**src/rtl/sifh_zoom_pkg.sv**
```systemverilog
// Shared types and helpers for the multi-stage histogram zoom controller.
//   state_e    : controller FSM states
//   span_lg2   : log2 of the window span at a given stage
//   bw_lg2     : log2 of the histogram bin width at a given stage (= bin_shift)
//   params_ok  : legality of the parameter set, checked at elaboration
package sifh_zoom_pkg;

  typedef enum logic [2:0] {
    ST_IDLE      = 3'd0,
    ST_OFFER     = 3'd1,
    ST_WAIT_PEAK = 3'd2,
    ST_CALC0     = 3'd3,
    ST_CALC1     = 3'd4
  } state_e;

  function automatic int span_lg2(input int s, input int np, input int zs);
    return np - s * zs;
  endfunction

  function automatic int bw_lg2(input int s, input int np, input int nb, input int zs);
    return np - s * zs - nb;
  endfunction

  function automatic bit params_ok(input int nb, input int np, input int zs,
                                   input int nstage, input int max_retry);
    return (zs >= 1) && (zs <= nb - 1) && (nstage >= 1) && (max_retry >= 1) &&
           (np - (nstage - 1) * zs - nb >= 0);
  endfunction

endpackage

```
**src/rtl/zoom_clamp.sv**
```systemverilog
// Combinational zoom arithmetic for one stage.
//   lo_i       : current window lower bound (NP+1 bits, always < 2^NP)
//   s_i        : current stage index
//   peak_bin_i : peak bin reported for the current window
//   c_o        : bin centre, lo + bin*bw + bw/2
//   lo_nxt_o   : next-stage lower bound, centred on c and kept inside the current window
module zoom_clamp
  import sifh_zoom_pkg::*;
#(
  parameter int NB = 8,
  parameter int NP = 16,
  parameter int ZS = 4,
  parameter int SW = 2
) (
  input  logic [NP:0]   lo_i,
  input  logic [SW-1:0] s_i,
  input  logic [NB-1:0] peak_bin_i,
  output logic [NP-1:0] c_o,
  output logic [NP:0]   lo_nxt_o
);

  localparam logic [NP:0] ONE = (NP+1)'(1);

  int          bw_lg, span_lg, nxt_lg;
  logic [NP:0] c, half, lo_max, base;

  always_comb begin
    bw_lg   = bw_lg2(int'(s_i), NP, NB, ZS);
    span_lg = span_lg2(int'(s_i), NP, ZS);
    nxt_lg  = span_lg - ZS;
    c = lo_i + ((NP+1)'(peak_bin_i) << bw_lg);
    // single-unit bins have no half-bin offset
    if (bw_lg > 0) c = c + (ONE << (bw_lg - 1));
    // on the last stage there is no next span; lo_nxt is never consumed there
    half   = '0;
    lo_max = lo_i;
    if (nxt_lg > 0) begin
      half   = ONE << (nxt_lg - 1);
      lo_max = lo_i + (ONE << span_lg) - (ONE << nxt_lg);
    end
    // floor at zero before clamping into [lo, lo+span-span_next]
    base = (c >= half) ? c - half : '0;
    if (base < lo_i)        lo_nxt_o = lo_i;
    else if (base > lo_max) lo_nxt_o = lo_max;
    else                    lo_nxt_o = base;
  end

  assign c_o = c[NP-1:0];

endmodule

```
**src/rtl/zoom_window_ctrl.sv**
```systemverilog
// Multi-stage histogram zoom controller. Offers a time window to the histogram
// builder, takes back the peak bin, narrows the window around it, and after
// NSTAGE passes reports the time of flight. No-peak results are retried.
//   clk, rst_n                : clock, async active-low reset
//   start                     : begin/restart a measurement (overrides everything)
//   win_valid/win_ready       : window offer handshake (th_lo, th_hi, bin_shift, stage)
//   peak_valid/peak_ready     : peak result handshake (peak_bin, peak_miss)
//   result_valid, result_tof  : final TOF pulse and held value
//   err                       : retry-exhaustion pulse
//   busy                      : controller not idle
module zoom_window_ctrl
  import sifh_zoom_pkg::*;
#(
  parameter int NB        = 8,
  parameter int NP        = 16,
  parameter int ZS        = 4,
  parameter int NSTAGE    = 3,
  parameter int MAX_RETRY = 3
) (
  input  logic                       clk,
  input  logic                       rst_n,
  input  logic                       start,
  output logic                       win_valid,
  input  logic                       win_ready,
  output logic [NP-1:0]              th_lo,
  output logic [NP-1:0]              th_hi,
  output logic [$clog2(NP+1)-1:0]    bin_shift,
  output logic [$clog2(NSTAGE+1)-1:0] stage,
  input  logic                       peak_valid,
  output logic                       peak_ready,
  input  logic [NB-1:0]              peak_bin,
  input  logic                       peak_miss,
  output logic                       result_valid,
  output logic [NP-1:0]              result_tof,
  output logic                       err,
  output logic                       busy
);

  localparam int SW  = $clog2(NSTAGE + 1);
  localparam int BSW = $clog2(NP + 1);
  localparam int RW  = $clog2(MAX_RETRY + 1);
  localparam logic [NP:0] ONE = (NP+1)'(1);

  if (!params_ok(NB, NP, ZS, NSTAGE, MAX_RETRY)) begin : g_bad_params
    $error("zoom_window_ctrl: illegal parameter set");
  end

  state_e        state_q, state_d;
  logic [SW-1:0] stage_q, stage_d;
  logic [NP:0]   lo_q, lo_d;
  logic [RW-1:0] retry_q, retry_d;
  logic [NB-1:0] pbin_q, pbin_d;
  logic [NP-1:0] c_q, c_d, tof_q, tof_d;
  logic          rv_q, rv_d, err_q, err_d;

  logic [NP-1:0] c_w;
  logic [NP:0]   lo_nxt_w, win_hi;
  logic          unused_hi;
  int            span_lg;

  zoom_clamp #(.NB(NB), .NP(NP), .ZS(ZS), .SW(SW)) u_clamp (
    .lo_i       (lo_q),
    .s_i        (stage_q),
    .peak_bin_i (pbin_q),
    .c_o        (c_w),
    .lo_nxt_o   (lo_nxt_w)
  );

  assign busy       = (state_q != ST_IDLE);
  assign win_valid  = (state_q == ST_OFFER);
  assign peak_ready = (state_q == ST_WAIT_PEAK) & ~start;

  always_comb begin
    span_lg = span_lg2(int'(stage_q), NP, ZS);
    win_hi  = lo_q + (ONE << span_lg) - ONE;
  end
  assign unused_hi = win_hi[NP];  // window never reaches 2^NP

  // window outputs read zero while idle so reset shows all-zero outputs
  assign th_lo     = busy ? lo_q[NP-1:0]   : '0;
  assign th_hi     = busy ? win_hi[NP-1:0] : '0;
  assign bin_shift = busy ? BSW'(bw_lg2(int'(stage_q), NP, NB, ZS)) : '0;
  assign stage        = stage_q;
  assign result_valid = rv_q;
  assign result_tof   = tof_q;
  assign err          = err_q;

  always_comb begin
    state_d = state_q;
    stage_d = stage_q;
    lo_d    = lo_q;
    retry_d = retry_q;
    pbin_d  = pbin_q;
    c_d     = c_q;
    tof_d   = tof_q;
    rv_d    = 1'b0;
    err_d   = 1'b0;
    case (state_q)
      ST_IDLE: ;
      ST_OFFER: if (win_ready) state_d = ST_WAIT_PEAK;
      ST_WAIT_PEAK: begin
        if (peak_valid && peak_ready) begin
          if (peak_miss) begin
            if (retry_q == RW'(MAX_RETRY - 1)) begin
              err_d   = 1'b1;
              retry_d = '0;
              state_d = ST_IDLE;
            end else begin
              retry_d = retry_q + RW'(1);
              state_d = ST_OFFER;
            end
          end else begin
            retry_d = '0;
            pbin_d  = peak_bin;
            state_d = ST_CALC0;
          end
        end
      end
      ST_CALC0: begin
        c_d     = c_w;
        state_d = ST_CALC1;
      end
      ST_CALC1: begin
        if (int'(stage_q) == NSTAGE - 1) begin
          tof_d   = c_q;
          rv_d    = 1'b1;
          state_d = ST_IDLE;
        end else begin
          lo_d    = lo_nxt_w;
          stage_d = stage_q + SW'(1);
          state_d = ST_OFFER;
        end
      end
      default: state_d = ST_IDLE;
    endcase
    if (start) begin
      state_d = ST_OFFER;
      stage_d = '0;
      lo_d    = '0;
      retry_d = '0;
      rv_d    = 1'b0;
      err_d   = 1'b0;
    end
  end

  always_ff @(posedge clk or negedge rst_n) begin
    if (!rst_n) begin
      state_q <= ST_IDLE;
      stage_q <= '0;
      lo_q    <= '0;
      retry_q <= '0;
      pbin_q  <= '0;
      c_q     <= '0;
      tof_q   <= '0;
      rv_q    <= 1'b0;
      err_q   <= 1'b0;
    end else begin
      state_q <= state_d;
      stage_q <= stage_d;
      lo_q    <= lo_d;
      retry_q <= retry_d;
      pbin_q  <= pbin_d;
      c_q     <= c_d;
      tof_q   <= tof_d;
      rv_q    <= rv_d;
      err_q   <= err_d;
    end
  end

endmodule
```
**config.mk**
```make
export PLATFORM = sky130hd
export DESIGN_NAME = zoom_window_ctrl
export DESIGN_NICKNAME = d
export VERILOG_FILES = /design/src/rtl/sifh_zoom_pkg.sv /design/src/rtl/zoom_clamp.sv /design/src/rtl/zoom_window_ctrl.sv
export SDC_FILE = /design/constraint.sdc
export NUM_CORES = 1
export LEC_CHECK = 0
export ABC_AREA = 1
export CAP_MARGIN = 0
export CELL_PAD_IN_SITES_DETAIL_PLACEMENT = 1
export CELL_PAD_IN_SITES_GLOBAL_PLACEMENT = 2
export CORE_MARGIN = 2
export CORE_UTILIZATION = 32
export DETAILED_ROUTE_END_ITERATION = 10
export PLACE_DENSITY_LB_ADDON = 0.1
export SETUP_SLACK_MARGIN = 0.15
export SYNTH_ARGS = -nofsm -noshare
export SYNTH_HDL_FRONTEND = slang
export SYNTH_SLANG_ARGS = --single-unit
```
**constraint.sdc**
```tcl
create_clock -name clk -period 8.25 [get_ports clk]
set_input_delay 1.65 -clock clk [delete_from_list [all_inputs] [get_ports clk]]
set_output_delay 1.65 -clock clk [all_outputs]
set_load 0.03 [all_outputs]
```
==> impl_results.md <==
- Clock root cell: clkbuf_16
- # Post-CTS Setup Buffers: 0
- Crit-path max FO: 16
- Sw frac: a little under three fifths
- Detail Placement HPWL: 22.50 mm
- CP peak stage delay: 0.48 ns
- Peak supply drop: approximately 0.21 mV
- WP data arrival: approximately 7.6 ns
- Average instance area after synthesis: around 6.5 um^2
- Gr usage total: a little under a quarter
- Async S/R FF share, synth: 100.0%
- Sequential-to-total area share from yosys stat: a little over a fifth
- Comb pwr share: about 76%
- Critical path endpoint category: flip-flop
- Psw: 2.104 mW
- CP top delay family: simple AND/OR/NAND/NOR gates
- Flops & latches, synth: 66
- Hold Violations, Final: 0
- Flop pwr share: 12.8%
- Synth Instances: between 1000 and 1500
- Clk_skew: 0.01237 ns
- CP Buf/Inv Count: 7
- Total of warnings raised by yosys: 0
- Final #Nets: between 1000 and 1500
- Via count: between 7000 and 8000
- Hold Crit Depth: 2
- CP Launch Type: flip-flop
- Leakage power: 4.554 nW
- Worst min path class: flip-flop to flip-flop
- Vert. Die Dim: approximately 160 um
- H-tree depth: 3
- TritonCTS clock tree: done
- CP max stage cell: ha_2
- Most frequent CP cell: nand2_1
- CTS sink count: 66
- Dominant cell type by area after synthesis: dfrtp_1
- Kind of critical path: flip-flop to flip-flop
- Cell variety after synth: 55
- RR Endpoint: lo_q[13]$_DFFE_PN0P_
- Fmax: 137.3 MHz
- Netlist Area Pre-Place: 0.007523 mm^2
- Relative slew slack: 37.94%
- First-pass GRT wire length: 43.14 mm
- Hold Startpoint: c_q[10]$_DFFE_PN0N_
- TritonRoute pass-1 iters: 4
- Longest Clk Path Bufs: 2
- Number of synthesized flops with an enable pin: 0
- Period minus WS final: 7.281 ns
- Initial antenna violation count: 0
- Sequential Area: around 0.0017 mm^2
- CTS clock-pin slew for the worst setup and hold paths: about 0.07 ns
- Setup violators final: 0
- Starting Density: roughly 32%
- Count of filler cells inserted in the layout: between 3000 and 4000
- RD Place Congestion: between 0.8 and 0.9
- Die area: 0.02475 mm^2
- Drt total wl: about 27 mm
- Worst-Skew Late Latency: 0.35 ns
- PD cells: 415.0 mW/mm^2
- DRT iter0 DRCs: between 300 and 400
- Num CTS Buffers: 9
- Global route total overflow: 0
- Top cell type's share of synthesized area: ~22%
- Top cells by area, synth: dfrtp_1, nand2_1, ha_1, inv_1, nand3_1
- Multi-input logic area: between 0.005 and 0.006 mm^2
- Slew Viols, Final: 0
- PortBufs: between 70 and 80
- R2r setup slk: a little under 1 ns
- N_diodes: 0
- Drt wl/cell: 17.49 um
- CTS Hold Bufs: 0
- Post-CTS Resized: 0
- Internal power: roughly 1.6 mW
- ANT nets after route: 0
- Share of layout cells above drive strength 1: approximately 9.0%
- Hold EP: c_q[10]$_DFFE_PN0N_
- Largest net degree at the start of global routing: 67
- Site row count: 56
- Core area: between 0.02 and 0.025 mm^2
- Worst Max-Slew Pin Slew: 0.9309 ns
- RSZ-0062 raised after global routing: no
- Worst EP required: 8.54 ns
- DRC viols: 0
- Pwr Total: around 3.7 mW
- Die extent in x: approximately 160 um
- Setup Total Neg Slack: 0 ns
- R2r worst-path depth: 44
- # Max-Cap Violations: 0
- Synthesis-to-layout area growth: 18.13%
- Via count of the first global-routing pass: around 7800
- Vias/cell: around 4.9
- Fin crit share: 88.26%
- RR Startpoint: stage[0]$_DFFE_PN0P_
- Most common flop cell mapped by yosys: dfrtp_1
- Clock share of power: 11.2%
- Status: finished, final reports clean
- I/O pin cnt: between 70 and 80
[cells in the mapped netlist (3+ instances only)]
library cell  instances
nand2_1             312
inv_1               160
nor2_1              114
nand3_1              87
ha_1                 78
o21ai_0              71
dfrtp_1              66
a21oi_1              56
xor2_1               26
nand2_2              25
clkbuf_1             20
nand4_1              15
nor3_1               13
mux2_2               11
nor2_2               10
nand2_4               9
o21ai_1               8
a31oi_1               7
inv_2                 7
nand3_2               6
o22ai_1               5
buf_4                 4
o21a_1                4
o221ai_1              4
a21oi_2               3
buf_2                 3
clkinv_1              3
o21bai_1              3
[final cells by class]
| class | instances | share of cell area (%) |
|---|---|---|
| Clock buffer | 10 | 2.689 |
| Clock inverter | 6 | 0.7884 |
| Inverter | 170 | 7.180 |
| Multi-Input combinational cell | 901 | 57.48 |
| Sequential cell | 66 | 18.58 |
| Tap cell | 319 | 4.491 |
| Timing Repair Buffer | 81 | 8.785 |
[tightest hold or removal path: cells and delay by family (launching register included)]
kind,cells,cell delay (ns)
compound gates,1,0.05
flops,1,0.34
simple gates,1,0.05
[placed cells by master (no fill, tap or decap), types with 3 or more instances in the layout]
cell type / count
a21oi_1: 56
a21oi_2: 3
a31oi_1: 7
buf_4: 10
clkbuf_16: 9
clkdlybuf4s50_1: 70
clkinv_1: 3
dfrtp_1: 66
ha_1: 77
inv_1: 160
inv_2: 7
inv_6: 3
mux2_2: 11
nand2_1: 312
nand2_2: 25
nand2_4: 9
nand3_1: 87
nand3_2: 6
nand4_1: 15
nor2_1: 113
nor2_2: 11
nor3_1: 12
o21a_1: 4
o21ai_0: 69
o21ai_1: 10
o21bai_1: 3
o221ai_1: 4
o22ai_1: 5
xor2_1: 26
[sequential cells by signal, indices dropped and copies added (netlist names)]
name	flops
retry_q	2
c_q	16
lo_q	17
stage	2
result_valid	1
err	1
pbin_q	8
state_q	3
result_tof	16
[through the flow]
stage	worst slack (ns)	instances	area, um^2	hold slack (ns)	util (%)
2_1_floorplan	1.730	1166	7527	0.4492	-
3_3_place_gp	0.7020	1537	8576	0.4677	36.87
3_5_place_dp	0.6612	1537	8576	0.4742	36.87
4_1_cts	0.6383	1553	8885	0.4873	38.19
5_1_grt	0.1851	1553	8887	0.5146	38.20
6_report	0.9688	1553	8887	0.4810	38.20
[worst max-delay path by stage]
stage                                    start                    to  slack, ns  cells past startpoint
after detailed placement  stage[0]$_DFFE_PN0P_  lo_q[13]$_DFFE_PN0P_       0.66                     44
after CTS                 stage[0]$_DFFE_PN0P_  lo_q[13]$_DFFE_PN0P_       0.64                     44
after floorplan           stage[0]$_DFFE_PN0P_   lo_q[3]$_DFFE_PN0P_       1.73                     46
after global placement    stage[0]$_DFFE_PN0P_  lo_q[13]$_DFFE_PN0P_       0.70                     44
final                     stage[0]$_DFFE_PN0P_  lo_q[13]$_DFFE_PN0P_       0.97                     44
after global routing      stage[0]$_DFFE_PN0P_  lo_q[15]$_DFFE_PN0P_       0.19                     44
[power by group through the flow]
stage,Sequential [mW],Clock [mW],Combinational (mW)
after floorplan,0.455,0,1.96
after global placement,0.475,0,2.79
after detailed placement,0.477,0,2.81
after CTS,0.471,0.423,2.82
after global routing,0.481,0.434,3.16
final,0.471,0.414,2.80
[layer usage]
layer | part of all wire [%] | vias up | global-route usage [%]
met5 | 0 | - | 0
met4 | 1.1 | 0 | 4.589
met3 | 2.4 | 18 | 2.065
met2 | 47 | 89 | 39.34
met1 | 49 | 3645 | 30.71
li1 | - | 3909 | -
[kinds of logic (layout without fill, tap and decap cells)]
kind of cell / after synthesis / count (layout) / synth area share (%)
buf+inv: 199 / 267 / 10.33
mux: 11 / 11 / 1.646
flops: 66 / 66 / 21.95
fa+ha+maj: 79 / 79 / 13.24
xor+xnor: 30 / 30 / 3.692
simple gates: 605 / 605 / 36.14
other cells: 1 / 2 / 0.04984
compound gates: 174 / 174 / 12.96
No activity file was read; power rests on OpenSTA's default activity.
